$ cat src/rtl/clock_replacement_state_pkg.sv
// Shared cache package: replacement FSM states, hand reset value
// and the one-hot rotate used to advance the clock hand.
package clock_replacement_state_pkg;

    typedef enum logic [0:0] {
        ST_IDLE    = 1'b0,
        ST_PENDING = 1'b1
    } crs_state_e;

    localparam int MAX_WAYS = 64;

    // Hand points at way 0 out of reset.
    localparam logic [MAX_WAYS-1:0] HAND_RST = MAX_WAYS'(1);

    function automatic logic [MAX_WAYS-1:0] rotl1(
        input logic [MAX_WAYS-1:0] m,
        input int                  w
    );
        logic [MAX_WAYS-1:0] wmask;
        logic [MAX_WAYS-1:0] r;
        if (w >= MAX_WAYS)
            wmask = '1;
        else
            wmask = (MAX_WAYS'(1) << w) - MAX_WAYS'(1);
        r = (m << 1) | (m >> (w - 1));
        return r & wmask;
    endfunction

endpackage

$ cat src/rtl/clock_replacement_state_policy.sv
// CLOCK replacement policy: sweep from the hand, clearing used ways,
// and pick the first unused way (the hand way if all are used).
module ClockReplacement #(
    parameter int ASSOCITIVITY = 2
) (
    input  logic [ASSOCITIVITY-1:0] i_hand,
    input  logic [ASSOCITIVITY-1:0] i_use,
    output logic [ASSOCITIVITY-1:0] o_victim_mask,
    output logic [ASSOCITIVITY-1:0] o_use_if_evict
);

    localparam int IW = (ASSOCITIVITY > 1) ? $clog2(ASSOCITIVITY) : 1;

    logic [IW-1:0]           w_hidx;
    logic [IW-1:0]           w_idx;
    logic                    w_found;
    logic [ASSOCITIVITY-1:0] w_victim;
    logic [ASSOCITIVITY-1:0] w_uie;

    always_comb begin
        w_hidx   = '0;
        w_idx    = '0;
        w_found  = 1'b0;
        w_victim = '0;
        w_uie    = i_use;
        for (int i = 0; i < ASSOCITIVITY; i++) begin
            if (i_hand[i])
                w_hidx = IW'(i);
        end
        for (int k = 0; k < ASSOCITIVITY; k++) begin
            w_idx = IW'((int'(w_hidx) + k) % ASSOCITIVITY);
            if (!w_found) begin
                if (!i_use[w_idx]) begin
                    w_found         = 1'b1;
                    w_victim[w_idx] = 1'b1;
                end else begin
                    w_uie[w_idx] = 1'b0;
                end
            end
        end
        // Full sweep: every use bit already cleared, hand way is evicted.
        if (!w_found)
            w_victim[w_hidx] = 1'b1;
    end

    assign o_victim_mask  = w_victim;
    assign o_use_if_evict = w_uie;

endmodule

$ cat src/rtl/clock_replacement_state.sv
// Per-set CLOCK hand/use storage with a one-deep victim request FSM;
// hits set use bits, fill commit advances the hand and applies the sweep.
module clock_replacement_state
    import clock_replacement_state_pkg::*;
#(
    parameter  int ASSOCITIVITY = 2,
    parameter  int NUM_SETS     = 16,
    localparam int SET_W        = (NUM_SETS > 1) ? $clog2(NUM_SETS) : 1
) (
    input  logic                    i_clk,
    input  logic                    i_rst,
    input  logic                    i_hit_valid,
    input  logic [SET_W-1:0]        i_hit_set,
    input  logic [ASSOCITIVITY-1:0] i_hit_way_mask,
    input  logic                    i_victim_req,
    input  logic [SET_W-1:0]        i_victim_set,
    output logic                    o_victim_ready,
    output logic                    o_victim_valid,
    output logic [ASSOCITIVITY-1:0] o_victim_mask,
    input  logic                    i_fill_commit,
    input  logic                    i_victim_cancel
);

    localparam logic [ASSOCITIVITY-1:0] HAND0 = HAND_RST[ASSOCITIVITY-1:0];

    crs_state_e              r_state;
    logic [ASSOCITIVITY-1:0] r_hand [NUM_SETS];
    logic [ASSOCITIVITY-1:0] r_use  [NUM_SETS];
    logic [ASSOCITIVITY-1:0] r_vmask;
    logic [ASSOCITIVITY-1:0] r_clear;
    logic [SET_W-1:0]        r_vset;

    logic                    w_hit_ok;
    logic                    w_vset_ok;
    logic                    w_accept;
    logic                    w_commit;
    logic [ASSOCITIVITY-1:0] w_rd_hand;
    logic [ASSOCITIVITY-1:0] w_rd_use;
    logic [ASSOCITIVITY-1:0] w_pol_victim;
    logic [ASSOCITIVITY-1:0] w_pol_uie;
    logic [MAX_WAYS-1:0]     w_rot;
    logic [ASSOCITIVITY-1:0] w_next_hand;
    logic [ASSOCITIVITY-1:0] w_nhand [NUM_SETS];
    logic [ASSOCITIVITY-1:0] w_nuse  [NUM_SETS];

    // Indices beyond NUM_SETS only exist for non-power-of-two set counts.
    assign w_hit_ok  = i_hit_valid &&
                       ({1'b0, i_hit_set} < (SET_W+1)'(NUM_SETS));
    assign w_vset_ok = {1'b0, i_victim_set} < (SET_W+1)'(NUM_SETS);

    assign w_accept = (r_state == ST_IDLE) && i_victim_req && w_vset_ok;
    assign w_commit = (r_state == ST_PENDING) && i_fill_commit;

    always_comb begin
        w_rd_hand = HAND0;
        w_rd_use  = '0;
        if (w_vset_ok) begin
            w_rd_hand = r_hand[i_victim_set];
            w_rd_use  = r_use[i_victim_set];
            if (w_hit_ok && (i_hit_set == i_victim_set))
                w_rd_use = w_rd_use | i_hit_way_mask;
        end
    end

    ClockReplacement #(
        .ASSOCITIVITY(ASSOCITIVITY)
    ) u_policy (
        .i_hand        (w_rd_hand),
        .i_use         (w_rd_use),
        .o_victim_mask (w_pol_victim),
        .o_use_if_evict(w_pol_uie)
    );

    assign w_rot       = rotl1(MAX_WAYS'(r_vmask), ASSOCITIVITY);
    assign w_next_hand = w_rot[ASSOCITIVITY-1:0];

    // Commit clears first, then a same-cycle hit is OR'd back in.
    always_comb begin
        for (int s = 0; s < NUM_SETS; s++) begin
            w_nhand[s] = r_hand[s];
            w_nuse[s]  = r_use[s];
            if (w_commit && (r_vset == SET_W'(s))) begin
                w_nhand[s] = w_next_hand;
                w_nuse[s]  = (r_use[s] & ~r_clear) | r_vmask;
            end
            if (w_hit_ok && (i_hit_set == SET_W'(s)))
                w_nuse[s] = w_nuse[s] | i_hit_way_mask;
        end
    end

    always_ff @(posedge i_clk or posedge i_rst) begin
        if (i_rst) begin
            for (int s = 0; s < NUM_SETS; s++) begin
                r_hand[s] <= HAND0;
                r_use[s]  <= '0;
            end
        end else begin
            for (int s = 0; s < NUM_SETS; s++) begin
                r_hand[s] <= w_nhand[s];
                r_use[s]  <= w_nuse[s];
            end
        end
    end

    always_ff @(posedge i_clk or posedge i_rst) begin
        if (i_rst) begin
            r_state <= ST_IDLE;
            r_vmask <= '0;
            r_clear <= '0;
            r_vset  <= '0;
        end else begin
            unique case (r_state)
                ST_IDLE: begin
                    if (w_accept) begin
                        r_state <= ST_PENDING;
                        r_vmask <= w_pol_victim;
                        r_vset  <= i_victim_set;
                        r_clear <= w_rd_use & ~w_pol_uie;
                    end
                end
                ST_PENDING: begin
                    if (i_fill_commit || i_victim_cancel) begin
                        r_state <= ST_IDLE;
                        r_vmask <= '0;
                        r_clear <= '0;
                    end
                end
                default: r_state <= ST_IDLE;
            endcase
        end
    end

    assign o_victim_ready = (r_state == ST_IDLE);
    assign o_victim_valid = (r_state == ST_PENDING);
    assign o_victim_mask  = r_vmask;

endmodule

$ cat config.mk
export PLATFORM = sky130hd
export DESIGN_NAME = clock_replacement_state
export DESIGN_NICKNAME = d
export VERILOG_FILES = /design/src/rtl/clock_replacement_state_pkg.sv /design/src/rtl/clock_replacement_state_policy.sv /design/src/rtl/clock_replacement_state.sv
export SDC_FILE = /design/constraint.sdc
export NUM_CORES = 1
export LEC_CHECK = 0
export CELL_PAD_IN_SITES_DETAIL_PLACEMENT = 0
export CELL_PAD_IN_SITES_GLOBAL_PLACEMENT = 1
export CORE_MARGIN = 5
export CORE_UTILIZATION = 36
export DETAILED_ROUTE_END_ITERATION = 8
export PLACE_DENSITY_LB_ADDON = 0.2
export SETUP_SLACK_MARGIN = 0.4
export SYNTH_ARGS = -nofsm -noshare
export SYNTH_HDL_FRONTEND = slang
export SYNTH_SLANG_ARGS = --single-unit
$ cat constraint.sdc
create_clock -name i_clk -period 4 [get_ports i_clk]
set_input_delay 0.4 -clock i_clk [delete_from_list [all_inputs] [get_ports i_clk]]
set_output_delay 0.4 -clock i_clk [all_outputs]
set_load 0.01 [all_outputs]
After elaboration in Yosys (flattened, before gate mapping)
Index checks and enable logic that the tools add are counted.
{"block": "word_totals", "reg_bits": 73, "in_bits": 16, "out_inout_bits": 4, "wordCells": 244}
{"block": "op_classes", "n_addsub": 1, "order_cmp": 5, "n_eq_ne": 33, "n_mux": 66, "bitwise": 61, "reduce_logical": 42}
{"operator": "2-bit two-way mux", "n": 47}
{"operator": "2-bit bitwise OR", "n": 35}
{"operator": "4-bit equality test (second input constant)", "n": 16}
{"operator": "2-bit AND", "n": 19}
{"operator": "1-bit logical AND", "n": 37}
{"operator": "4-bit by 3-bit equality test with 1-bit output (second input constant)", "n": 8}
{"operator": "2-bit binary-select mux with 4-bit select", "n": 2}
{"operator": "4-bit by 2-bit equality test with 1-bit output (second input constant)", "n": 4}
{"operator": "1-bit two-way mux", "n": 12}
{"operator": "4-bit by 1-bit equality test with 1-bit output (second input constant)", "n": 2}
{"operator": "4-bit logical NOT", "n": 2}
{"operator": "2-bit NOT", "n": 4}
{"operator": "2-bit case mux with 2 select lines", "n": 2}
{"operator": "5-bit greater-or-equal comparator (second input constant)", "n": 1}
{"operator": "4-bit NOT with 5-bit output", "n": 1}
{"operator": "4-bit equality test", "n": 1}
{"operator": "1-bit by 2-bit < comparator with 1-bit output (second input constant)", "n": 2}
{"operator": "2-bit by 1-bit inequality test with 1-bit output (second input constant)", "n": 2}
{"operator": "2-bit AND reduction", "n": 2}
{"operator": "1-bit demux with 1-bit select", "n": 2}
{"operator": "1-bit greater-or-equal comparator (second input constant)", "n": 2}
{"operator": "2-bit by 1-bit bitwise OR with 2-bit output", "n": 1}
{"operator": "1-bit case mux with 2 select lines", "n": 1}
{"operator": "1-bit adder (second input constant)", "n": 1}
{"operator": "2 further kinds", "n": 2}

Logic depth before layout (Yosys ltp)
{"block": "logic_depth", "depth_word": 19, "ltp_mapped": 8, "depth_no_buf": 6}

Cells and area by module
A second synthesis with hierarchy kept.
{"block": "hier_totals", "cells_unflattened": 326, "area_unflattened_um2": 3829.9}
{"mod": "clock_replacement_state", "n_inst": 1, "cells_per_inst": 320, "area_per_inst_um2": 3792.4, "seq_area_each_um2": 1846.8}
{"mod": "ClockReplacement", "n_inst": 1, "cells_per_inst": 6, "area_per_inst_um2": 37.5, "seq_area_each_um2": 0.0}

Least setup slack after synthesis
OpenSTA, ideal clock, no wires.
{"block": "synth_path", "path_kind": "in2reg", "from": "in i_victim_set[1]", "to": "reg r_clear[1]", "setup_time_ns": 0.122, "arrival_time_ns": 1.836, "required_ns": 3.878, "slack_ns": 2.042, "path_stages": 7, "n_path_buf": 2, "cell_sequence": "buf_6 -> buf_2 -> mux4_1 -> mux2i_1 -> nor2_1 -> or3_4 -> a32o_1"}
{"block": "synth_via", "elab_chain_cells": 19, "word_cells_on_any_way": 38, "cone_classes": "add/sub (1); order compare (4); eq/ne (1); mux (21); bitwise (8); reduce/logical (3)"}
{"item": "start, declared", "line_no": "clock_replacement_state.sv:16", "source": "input logic [SET_W-1:0] i_victim_set,"}
{"item": "4-bit NOT with 5-bit output (not written as such)", "line_no": "clock_replacement_state.sv:58, clock_replacement_state.sv:59"}
{"item": "2-bit binary-select mux with 4-bit select", "line_no": "clock_replacement_state.sv:58", "source": "w_rd_hand = r_hand[i_victim_set];"}
{"item": "2-bit two-way mux (not written as such) (2 in series)", "line_no": "clock_replacement_state.sv:58"}
{"item": "1-bit two-way mux", "line_no": "clock_replacement_state_policy.sv:27", "source": "if (i_hand[i])"}
{"item": "1-bit by 2-bit < comparator with 1-bit output (not written as such) / 1-bit greater-or-equal comparator (equally long branches)", "line_no": "clock_replacement_state_policy.sv:37", "source": "w_uie[w_idx] = 1'b0;"}
{"item": "1-bit logical AND (not written as such)", "line_no": "clock_replacement_state_policy.sv:37"}
{"item": "1-bit two-way mux (not written as such)", "line_no": "clock_replacement_state_policy.sv:37"}
{"item": "1-bit demux with 1-bit select"}
{"item": "[2 not listed]"}
{"item": "2-bit two-way mux", "line_no": "clock_replacement_state_policy.sv:33", "source": "if (!i_use[w_idx]) begin"}
{"item": "2-bit AND (no line)"}
{"item": "2-bit two-way mux", "line_no": "clock_replacement_state_policy.sv:33"}
{"item": "2-bit two-way mux", "line_no": "clock_replacement_state_policy.sv:32", "source": "if (!w_found) begin"}
{"item": "2-bit NOT", "line_no": "clock_replacement_state.sv:118", "source": "r_clear <= w_rd_use & ~w_pol_uie;"}
{"item": "2-bit AND (*)", "line_no": "clock_replacement_state.sv:118"}
{"item": "2-bit two-way mux (*)", "line_no": "clock_replacement_state.sv:114", "source": "if (w_accept) begin"}
{"item": "2-bit case mux with 2 select lines (*)", "line_no": "clock_replacement_state.sv:112", "source": "unique case (r_state)"}
{"item": "end signal, assigned", "line_no": "clock_replacement_state.sv:118"}
{"item": "end, declared", "line_no": "clock_replacement_state.sv:30", "source": "logic [ASSOCITIVITY-1:0] r_clear;"}
Mark *: on every way between the ends. The rest lies on a longest branch, timed or not. The select of a mux whose other input is x is not followed.
A chain may end at the register's enable or synchronous reset.

Final worst setup path
Same ends and word-level chain as after synthesis.

==> summary.md <==
| Metric | Value |
|---|---|
| Clock Latency Late Sink | 0.34 ns |
| Cell Chain, Critical Path | clkdlybuf4s50_1, buf_4, mux4_2, mux2_2, a21oi_1, a32oi_1, a32o_1 |
| Post-synthesis sequential area ratio | 46.14% |
| Fillers | 798 |
| Core area | 8299 um2 |
| Max IR drop VDD | 199.3 uV |
| Initial antenna violation count | 0 |
| Crit path max fanout | 10 |
| Mean Syn Cell Area | 10.17 um2 |
| Logic pwr share | 26.1% |
| Cell-internal power | 1332 uW |
| Area Overhead vs Synth | 14.61% |
| Die H | 102.7 um |
| EDFF count, synth | 0 |
| Die ar. | 10,540 um2 |
| CP Class | in -> reg |
| Initial drt markers | 191 |
| CTS tree | yes |
| #FFs+latches synth | 57 |
| Die W | 102.7 um |
| Syn Inst Count | 304 |
| R2r setup slk | 1.97 ns |
| Slew headroom | 36.64% |
| Achievable Freq | 371.3 MHz |
| Total of max-cap violations | 0 |
| Global placement routability congestion | 0.8410 |
| CTS Sinks | 57 |
| CTS Buf Count | 9 |
| Via count | 2,455 |
| Clock power share | 25.4% |
| PD cells | 552.9 nW/um2 |
| Via count of the first global-routing pass | 2,475 |
| Worst EP arrival | 2.92 ns |
| Overflow after GRT | 0 |
| Sequential power share | 48.5% |
| Netlist Area Pre-Place | 3092 um2 |
| Share of the synthesized area in the top cell type | 46.14% |
| Critical Path RT | 4.22 ns |
| Period utilization | 67.33% |
| Outcome | complete, no violations |
| Initial Util | 37.25% |
| Clk pin slew, worst setup/hold paths | 0.06 ns |
| Asr flop ratio synth | 100.0% |
| GRT Util Overall | 18.31% |
| Post-CTS sizing | 0 |
| Minimum clock period | 2.693 ns |
| I/O pins | 20 |
| Crit. End Element | flip-flop |
| Root buffer cell | clkbuf_8 |
| Final ANT Viol Nets | 0 |
| Share of layout cells above drive strength 1 | 15.38% |
| Cell leakage power | 0.001413 uW |
| Switching Share | 32.01% |
| Row count | 33 |
| HP Class | reg -> reg |
| Final Skew | 0.009700 ns |
| Cell taking the most area after synthesis | dfrtp_1 |
| Worst path slowest cell | clkdlybuf4s50_1 |
| Worst setup SP type | input port |
| WL/cell | 20.60 um |
| PortBufs | 19 |
| Worst-Margin Slew | 0.9490 ns |
| Largest net degree at the start of global routing | 44 |
| Postcts setup bufs | 0 |
| Vias per cell | 5.709 |
| CTS HTree Levels | 3 |
| Slew Viols, Final | 0 |
| Pwr Total | 1959 uW |
| # setup viols final | 0 |
| RSZ-0062 raised after global routing | no |
| Final nets | 337 |
| Main synth FF type | dfrtp_1 |
| Hold buffer count at cts | 0 |
| DRC | 0 |
| Distinct cells, synth | 42 |
| Synth area leaders | dfrtp_1, a221o_1, mux2_2 |
| Post-DP HPWL | 6127 um |
| Slowest stage delay, CP | 0.95 ns |
| First-pass GRT wire length | 14,250 um |
| N_diodes | 0 |
| DR pass1 iterations | 4 |
| Final Hold Vio Count | 0 |
| Syn. warnings | 0 |
| Post-Syn Nets | 320 |
| Setup TNS | 0 ns |
| Switching power total | 627.1 uW |
| Max Root-Sink Buffers | 2 |
| Final wirelength | 8857 um |
==> power groups by stage <==
| stage | combinational, uW | sequential [uW] | clock [uW] |
|---|---|---|---|
| after floorplan | 415 | 862 | 0 |
| after global placement | 505 | 951 | 0 |
| after detailed placement | 513 | 953 | 0 |
| after CTS | 515 | 947 | 509 |
| after global routing | 559 | 972 | 540 |
| final | 512 | 950 | 497 |
==> metal layers <==
metal  up-vias  routed length [um]  global-route usage (%)
met5         -                   0                       0
li1       1142                   -                       -
met4         0                 110                   6.660
met3         8                 636                   5.210
met1      1209                4067                   26.32
met2        96                4042                   26.22
==> cell families (layout without fill, tap and decap cells) <==
| logic type | Yosys count | count (layout) | synth area share [%] |
|---|---|---|---|
| DFF | 57 | 57 | 46.14 |
| and+or+nand+nor | 137 | 137 | 19.87 |
| muxes | 35 | 35 | 15.22 |
| buffers and inverters | 21 | 42 | 3.197 |
| xor gates and xnor gates | 4 | 4 | 1.133 |
| AOI/OAI and AO/OA | 50 | 50 | 14.45 |
==> cells in the final DEF (no fill, tap or decap), drive strengths merged, types with 2 or more instances in the layout <==
master	instances
a221o	32
and3	2
buf	5
clkbuf	12
clkdlybuf4s50	19
clkinv	3
dfrtp	57
inv	3
mux2	20
mux2i	8
mux4	7
nand2	56
nand2b	4
nand3	4
nand3b	6
nor2	47
nor2b	3
nor3	5
o21ai	5
o22ai	2
or3	3
or3b	3
xor2	3
==> worst paths after layout <==
check | startpoint | cells after the start | endpoint
setup / recovery | i_victim_set[1] | 7 | r_clear[1]$_DFFE_PP0P_
hold / removal | r_hand[23]$_DFFE_PP0P_ | 1 | r_hand[23]$_DFFE_PP0P_
setup reg to reg | o_victim_valid$_DFF_PP0_ | 5 | r_use[31]$_DFF_PP0_
hold reg to reg | r_hand[23]$_DFFE_PP0P_ | 1 | r_hand[23]$_DFFE_PP0P_
max in group asynchronous | i_rst | 3 | r_clear[0]$_DFFE_PP0P_
min in group asynchronous | i_rst | 2 | r_use[6]$_DFF_PP0_
==> registers in the layout, indices dropped and copies added, names as in the netlist <==
signal and cells:
r_use 32, o_victim_mask 2, r_hand 16, o_victim_valid 1, r_vset 4, r_clear 2
==> Yosys cell counts, types with 4 or more instances <==
| cell | count |
|---|---|
| a221o_1 | 32 |
| buf_2 | 4 |
| clkbuf_1 | 11 |
| dfrtp_1 | 57 |
| mux2_2 | 20 |
| mux2i_1 | 8 |
| mux4_2 | 5 |
| nand2_1 | 56 |
| nand2b_1 | 4 |
| nand3_1 | 4 |
| nand3b_1 | 6 |
| nor2_1 | 47 |
| nor3_1 | 5 |
==> worst max-delay path: cells and delay by family <==
kind	cells	cell delay, ns
AOI/OAI and AO/OA	3	0.51
buffers and inverters	2	1.22
muxes	2	0.78
==> per-stage QoR <==
step,setup WS [ns],hold WS [ns],cells,util (%),instance area (um2)
after floorplan,2.042,0.4704,304,-,3092
after global placement,0.9932,0.4876,415,40.52,3363
after detailed placement,0.9471,0.4915,415,40.52,3363
after CTS,1.297,0.5060,430,42.70,3543
after global routing,1.208,0.5181,430,42.70,3543
final,1.307,0.5029,430,42.70,3543
==> area by class of cell <==
class	count	area [um2]	area share, %
well taps	105	131.4	3.708
clock inverters	3	15.01	0.4237
inverters	3	11.26	0.3178
flip-flops and latches	57	1426	40.25
clock buffers	12	165.2	4.661
multi-input cells	226	1567	44.21
repair buffers	24	227.7	6.427
Note: power is estimated with default switching activity, not from simulation.
